==> src/rtl/pc_return_stack.sv <==
// Call/return sequencer for the program counter: keeps a LIFO of return
// addresses and drives the PC load/increment/reset controls from registers.
module pc_return_stack #(
  parameter int WIDTH = 16,
  parameter int DEPTH = 8,
  parameter int CW    = $clog2(DEPTH+1)
) (
  input  logic             clk,
  input  logic             reset,
  input  logic [WIDTH-1:0] pc_out,
  input  logic             call,
  input  logic [WIDTH-1:0] call_target,
  input  logic             ret,
  input  logic             hold,
  output logic [WIDTH-1:0] pc_in,
  output logic             pc_load,
  output logic             pc_inc,
  output logic             pc_reset,
  output logic [CW-1:0]    level,
  output logic             empty,
  output logic             full,
  output logic             overflow,
  output logic             underflow
);
  localparam int AW = $clog2(DEPTH);
  localparam logic [AW-1:0] ONE_A = AW'(1);
  localparam logic [CW-1:0] ONE_C = CW'(1);

  logic [DEPTH-1:0][WIDTH-1:0] stack;
  logic [AW-1:0]               push_idx, top_idx;
  logic [WIDTH-1:0]            ret_addr;
  logic                        both, do_push, do_replace, do_pop;

  assign empty    = (level == '0);
  assign full     = (level == CW'(DEPTH));
  assign ret_addr = pc_out + WIDTH'(1);

  // level < DEPTH whenever a push happens, so its low bits address the free slot
  assign push_idx = level[AW-1:0];
  assign top_idx  = push_idx - ONE_A;

  // call+ret on an empty stack degrades to a plain push
  assign both       = call & ret;
  assign do_replace = both & ~empty;
  assign do_push    = (both & empty) | (call & ~ret & ~full);
  assign do_pop     = ret & ~call & ~empty;

  always_ff @(posedge clk) begin
    if (reset) begin
      if (do_push)
        stack[push_idx] <= ret_addr;
      else if (do_replace)
        stack[top_idx] <= ret_addr;
    end
  end

  always_ff @(posedge clk) begin
    if (!reset) begin
      level     <= '0;
      pc_in     <= '0;
      pc_load   <= 1'b0;
      pc_inc    <= 1'b0;
      pc_reset  <= 1'b1;
      overflow  <= 1'b0;
      underflow <= 1'b0;
    end else begin
      pc_reset <= 1'b0;
      if (both) begin
        if (empty) level <= ONE_C;
        pc_in   <= call_target;
        pc_load <= 1'b1;
        pc_inc  <= 1'b0;
      end else if (call && !full) begin
        level   <= level + ONE_C;
        pc_in   <= call_target;
        pc_load <= 1'b1;
        pc_inc  <= 1'b0;
      end else if (call) begin
        overflow <= 1'b1;
        pc_load  <= 1'b0;
        pc_inc   <= ~hold;
      end else if (do_pop) begin
        level   <= level - ONE_C;
        pc_in   <= stack[top_idx];
        pc_load <= 1'b1;
        pc_inc  <= 1'b0;
      end else if (ret) begin
        underflow <= 1'b1;
        pc_load   <= 1'b0;
        pc_inc    <= ~hold;
      end else begin
        pc_load <= 1'b0;
        pc_inc  <= ~hold;
      end
    end
  end
endmodule

==> config.mk <==
export PLATFORM = sky130hd
export DESIGN_NAME = pc_return_stack
export DESIGN_NICKNAME = d
export VERILOG_FILES = /design/src/rtl/pc_return_stack.sv
export SDC_FILE = /design/constraint.sdc
export NUM_CORES = 1
export LEC_CHECK = 0
export ABC_AREA = 1
export BUFFER_PORTS_ARGS = -buffer_cell sky130_fd_sc_hd__buf_2
export CAP_MARGIN = 0
export CORE_UTILIZATION = 50
export CTS_CLUSTER_DIAMETER = 120
export CTS_CLUSTER_SIZE = 25
export DETAILED_ROUTE_END_ITERATION = 10
export PLACE_DENSITY = 0.65
export SKIP_CTS_REPAIR_TIMING = 1
export SYNTH_ARGS = -nofsm -noshare
export SYNTH_HDL_FRONTEND = slang
export SYNTH_SLANG_ARGS = --single-unit
==> constraint.sdc <==
create_clock -name clk -period 3.97 [get_ports clk]
set_clock_uncertainty 0.1 [all_clocks]
set_input_delay 0.794 -clock clk [delete_from_list [all_inputs] [get_ports clk]]
set_output_delay 0.794 -clock clk [all_outputs]
set_load 0.03 [all_outputs]
==> After elaboration in Yosys (flattened, before gate mapping) <==
Index checks and enable logic that the tools add are counted.
W data, S select, Z words.
{ "word_totals": {"reg_bits": 153, "latch_bits": 0, "mem_bits_rw": 0, "mem_bits_ro": 0, "in_bits": 37, "out_inout_bits": 27, "n_memories": 0} }
{ "classes": {"add_sub_neg": 4, "n_mul": 0, "n_div": 0, "magnitude_cmp": 4, "n_eq_ne": 3, "n_shift": 0, "mux": 26, "bitwise": 17, "reduce_logical": 13} }
{ "op_table": {"columns": ["op", "n"], "rows": [
  ["$bwmux W128", 2],
  ["$mux W128", 2],
  ["$mux W16", 7],
  ["$demux W16 S3", 2],
  ["$bmux W16 S3", 1],
  ["$mux W4", 5],
  ["$add A16 B1 Y16 const B", 1],
  ["$not A1 Y1", 9],
  ["$lt A3 B4 Y1 const B", 2],
  ["$and A1 B1 Y1", 7],
  ["$mux W1", 7],
  ["$ge A3 B1 Y1 const B", 2],
  ["$reduce_and A3 Y1", 2],
  ["$reduce_and A5 Y1", 1],
  ["$add A4 B1 Y4 const B", 1],
  ["$eq A4 B4 Y1 const B", 1],
  ["$logic_not A4 Y1", 1],
  ["$reduce_and A2 Y1", 2],
  ["$sub A4 B1 Y4 const B", 1],
  ["$logic_and A1 B1 Y1", 3],
  ["$ne A3 B1 Y1 const B", 1],
  ["$reduce_bool A3 Y1", 1],
  ["$reduce_or A3 Y1", 1],
  ["$sub A3 B1 Y3 const B", 1],
  ["other kinds (4)", 4]
]} }

==> Longest topological paths before layout <==
{ "logic_depth": {"word_depth": 8, "ltp_mapped": 15} }

==> Worst setup path after synthesis <==
Ideal clock, no wire load.
{ "synth_path": {"path_type": "register -> register", "from": "reg level[0]", "to": "reg stack[16] (netlist name), enable pin", "setup_ps": 388, "arrival_ps": 2823, "t_required_ps": 3482, "slack_ps": 659, "stages_incl_launch_ff": 13, "path_buffers": 4, "period_less_slack_ps": 3311, "path_cell_list": "dfxtp_1 inv_1 buf_2 buf_2 ha_1 buf_2 clkinv_1 nor2_4 nand3_1 nand2_1 inv_2 buf_2 nor2_1"} }
{ "synth_between": {"elab_chain_cells": 6, "word_cells_on_any_way": 10} }
{ "synth_rtl": {"columns": ["element", "line", "text"], "rows": [
  ["start: declaration", "19", "output logic [CW-1:0] level,"],
  ["start signal: assignment", "74", "level <= level + ONE_C;"],
  ["start signal: assignment", "83", "level <= level - ONE_C;"],
  ["$eq A4 B4 Y1", "35", "assign full = (level == CW'(DEPTH));"],
  ["$not A1 Y1", "45", "assign do_push = (both & empty) | (call & ~ret & ~full);"],
  ["$and A1 B1 Y1", "45", null],
  ["$or A1 B1 Y1", "45", null],
  ["$reduce_bool A2 Y1 (no line) (*)", null, null],
  ["$reduce_and A2 Y1 (no line) (*)", null, null],
  ["end signal: indexed assignment", "51", "stack[push_idx] <= ret_addr;"],
  ["end signal: indexed assignment", "53", "stack[top_idx] <= ret_addr;"],
  ["end: declaration", "29", "logic [DEPTH-1:0][WIDTH-1:0] stack;"]
]} }
Every way passes the cells marked *; elsewhere a longest branch is shown, timed or not.
A chain may end at the register's enable or synchronous reset.

==> Final worst setup path <==
{ "layout_path": {"from": "reg level[1]", "to": "reg stack[46] (netlist name), enable pin"} }
Same word-level chain as after synthesis.

==> results.toml <==
[floorplanning]
die_y_um = 126
io_pins = 64
rows = 44
initial_core_util = 0.519
die_width_um = 126
core_area_um2 = 14800
die_area_um2 = 15800

[sta]
min_period_over_period = 0.827
grt_setup_unrepaired = "false"
finalSetupTns_ns = 0
fmax_mhz = 305
drv_slew = 0
fin_crit_ns = 3.28
relSlewSlack = 0.352
finalHoldViolations = 0
hold_ws_ns = 0.350
tightest_slew_ns = 0.969
finalSetupViolCount = 0

[routing]
wl_um = 18400
final_antenna_net_count = 0
vias = 6052
vias_per_cell = 5.10
firstDrtPassIters = 5
wire_per_inst_um = 15.5
drc = 0
drtIter0Drc = 451

[placement]
gp_congestion = 0.841
dp.cells = 1155
hpwlAfterDp_um = 12400
io_buffers = 63

[status]
outcome = "complete, no violations"

[grt]
grt_max_degree = 75
grt_pass1_wl_um = 29500
grt_pass1_vias = 5653
antenna_found_initial = 0
grt.overflow.total = 0
grt_usage = 0.250

[final_layout]
antennaDiodeCount = 0
area_growth_pct = 13.9
nets = 1032
drive_above_1_share = 0.145
fin_cells = 1187

[power]
leakage_nw = 4.02
comb_power_share = 0.352
swShare = 0.379
pwr-share-seq = 0.368
p_total_mw = 5.78
p_int_mw = 3.59
switchingPower_mw = 2.19
power_density_nw_per_um2 = 662
power_frac_clock = 0.280
ir_drop_mv = 0.369

[synthesis]
synth_cell_type_count = 31
ys.flop_type = "edfxtp_1"
synth_area_per_cell_um2 = 8.24
syn_nets = 972
yosys_warnings = 0
syn_inst = 930
synth-edff-count = 128
syn_area_um2 = 7660
ys_seq_elements = 153
synth-async-reset-ratio = 0
synth_seq_area_share = 0.567

[critical_path]
start_kind = "flip-flop"
r2r_start = "level[1]"
cp-end-kind = "flip-flop"
critPathRequiredTime_ns = 3.99
r2r_cells = 11
critPathKind = "reg -> reg"
path_max_fanout = 20
crit_arrival_ns = 3.30
crit_start = "level[1]"

[clock_network]
htreeDepth = 4
numCtsBuffers = 17
clock_latency_ns = 0.42
clkSinkCount = 153
cts-root-buf = "clkbuf_16"
cts_tree = "done"
clockBufferDepth = 2
clk_pin_slew_ns = 0.06

[job]
maxCapViolCount = 0

[worst_hold_path]
min_from = "pc_in[8]"
hold_depth = 2
hold_class = "reg -> reg"
[layer usage]
metal / global-route usage / share of wire / vias up
met2: 0.394 / 0.46 / 247
met3: 0.0484 / 0.075 / 29
met4: 0.103 / 0.026 / 0
met5: 0 / 0 / -
li1: - / - / 3048
met1: 0.340 / 0.44 / 2728
[final cells by class]
class                           instances  area (um^2)
Sequential cell                       153         4350
Tap cell                              184          230
Timing Repair Buffer                   82          458
Fill cell                            1343         6020
Multi-Input combinational cell        694         2930
Inverter                               42          160
Clock inverter                          4         23.8
Clock buffer                           28          583
[cells in the mapped netlist (2+ instances only)]
cell | number | share of area
a21oi_1 | 5 | 0.0033
buf_1 | 10 | 0.0049
buf_2 | 13 | 0.0085
buf_6 | 8 | 0.012
clkbuf_1 | 10 | 0.0049
clkinv_1 | 2 | 0.00098
dfxtp_1 | 25 | 0.065
edfxtp_1 | 128 | 0.50
ha_1 | 4 | 0.0065
inv_1 | 33 | 0.016
inv_2 | 6 | 0.0029
nand2_1 | 428 | 0.21
nand2_2 | 4 | 0.0033
nand2_4 | 2 | 0.0029
nand3_1 | 26 | 0.017
nand3_2 | 3 | 0.0039
nor2_1 | 175 | 0.086
nor2_2 | 5 | 0.0041
nor3_1 | 11 | 0.0072
o21ai_0 | 3 | 0.0020
o21ai_2 | 5 | 0.0057
o21ai_4 | 4 | 0.0085
xnor2_1 | 3 | 0.0034
xor2_1 | 10 | 0.011
[power by group through the flow]
stage | logic (mW) | registers, mW | clock network (mW)
6_report | 2.03 | 2.12 | 1.62
5_1_grt | 2.29 | 2.14 | 1.70
4_1_cts | 2.04 | 2.12 | 1.63
3_5_place_dp | 2.02 | 2.16 | 0
3_3_place_gp | 2.01 | 2.15 | 0
2_1_floorplan | 1.41 | 2.27 | 0
[critical path, stage by stage (launching register included)]
cell and delay [ns]:
dfxtp_1 0.36, inv_1 0.19, ha_1 0.29, inv_1 0.08, nand2_1 0.07, nand2_2 0.26, inv_2 0.34, nand2_1 0.14
o21ai_2 0.18, o21ai_4 0.18, nor2_1 0.48, buf_4 0.30
[path summary, 6_finish.rpt]
path | slack (ns) | endpoint
worst min-delay path | 0.35 | pc_in[8]
worst min register to register | 0.35 | pc_in[8]
worst max register to register | 0.69 | stack[46]
worst max-delay path | 0.69 | stack[46]
[logic make-up (layout without fill, tap and decap cells)]
logic type	Yosys count	in the layout	synth area share
AND/OR/NAND/NOR	657	657	0.337
adder cells (fa/ha/maj)	5	5	0.00914
flip-flops	153	153	0.567
AO/OA/AOI/OAI	19	19	0.0209
XOR/XNOR	13	13	0.0149
buffers and inverters	83	156	0.0509
[sequential cells by signal (all words and copies together) (netlist names)]
name / cells
pc_reset: 1
stack: 128
pc_in: 16
overflow: 1
pc_load: 1
underflow: 1
level: 4
pc_inc: 1
[placed cells by master (no fill, tap or decap), drive strengths merged]
| cell | Yosys | final |
|---|---|---|
| nor2 | 181 | 181 |
| inv | 40 | 40 |
| a21oi | 5 | 5 |
| edfxtp | 128 | 128 |
| xnor2 | 3 | 3 |
| a31oi | 1 | 1 |
| ha | 4 | 4 |
| nor3 | 12 | 12 |
| clkinv | 2 | 6 |
| nand4 | 1 | 1 |
| nand3 | 29 | 29 |
| dfxtp | 25 | 25 |
| buf | 31 | 82 |
| nand2 | 434 | 434 |
| clkbuf | 10 | 28 |
| xor2 | 10 | 10 |
| o21ai | 13 | 13 |
| fa | 1 | 1 |
[through the flow]
stage / utilization / instance area, um^2 / setup slack (ns)
detailed placement: 0.551 / 8120 / 0.756
global route: 0.592 / 8730 / 0.415
floorplan: - / 7660 / 0.659
CTS: 0.592 / 8730 / 0.720
global placement: 0.551 / 8120 / 0.816
finish: 0.592 / 8730 / 0.687
Power figures use the tool's default switching activity.
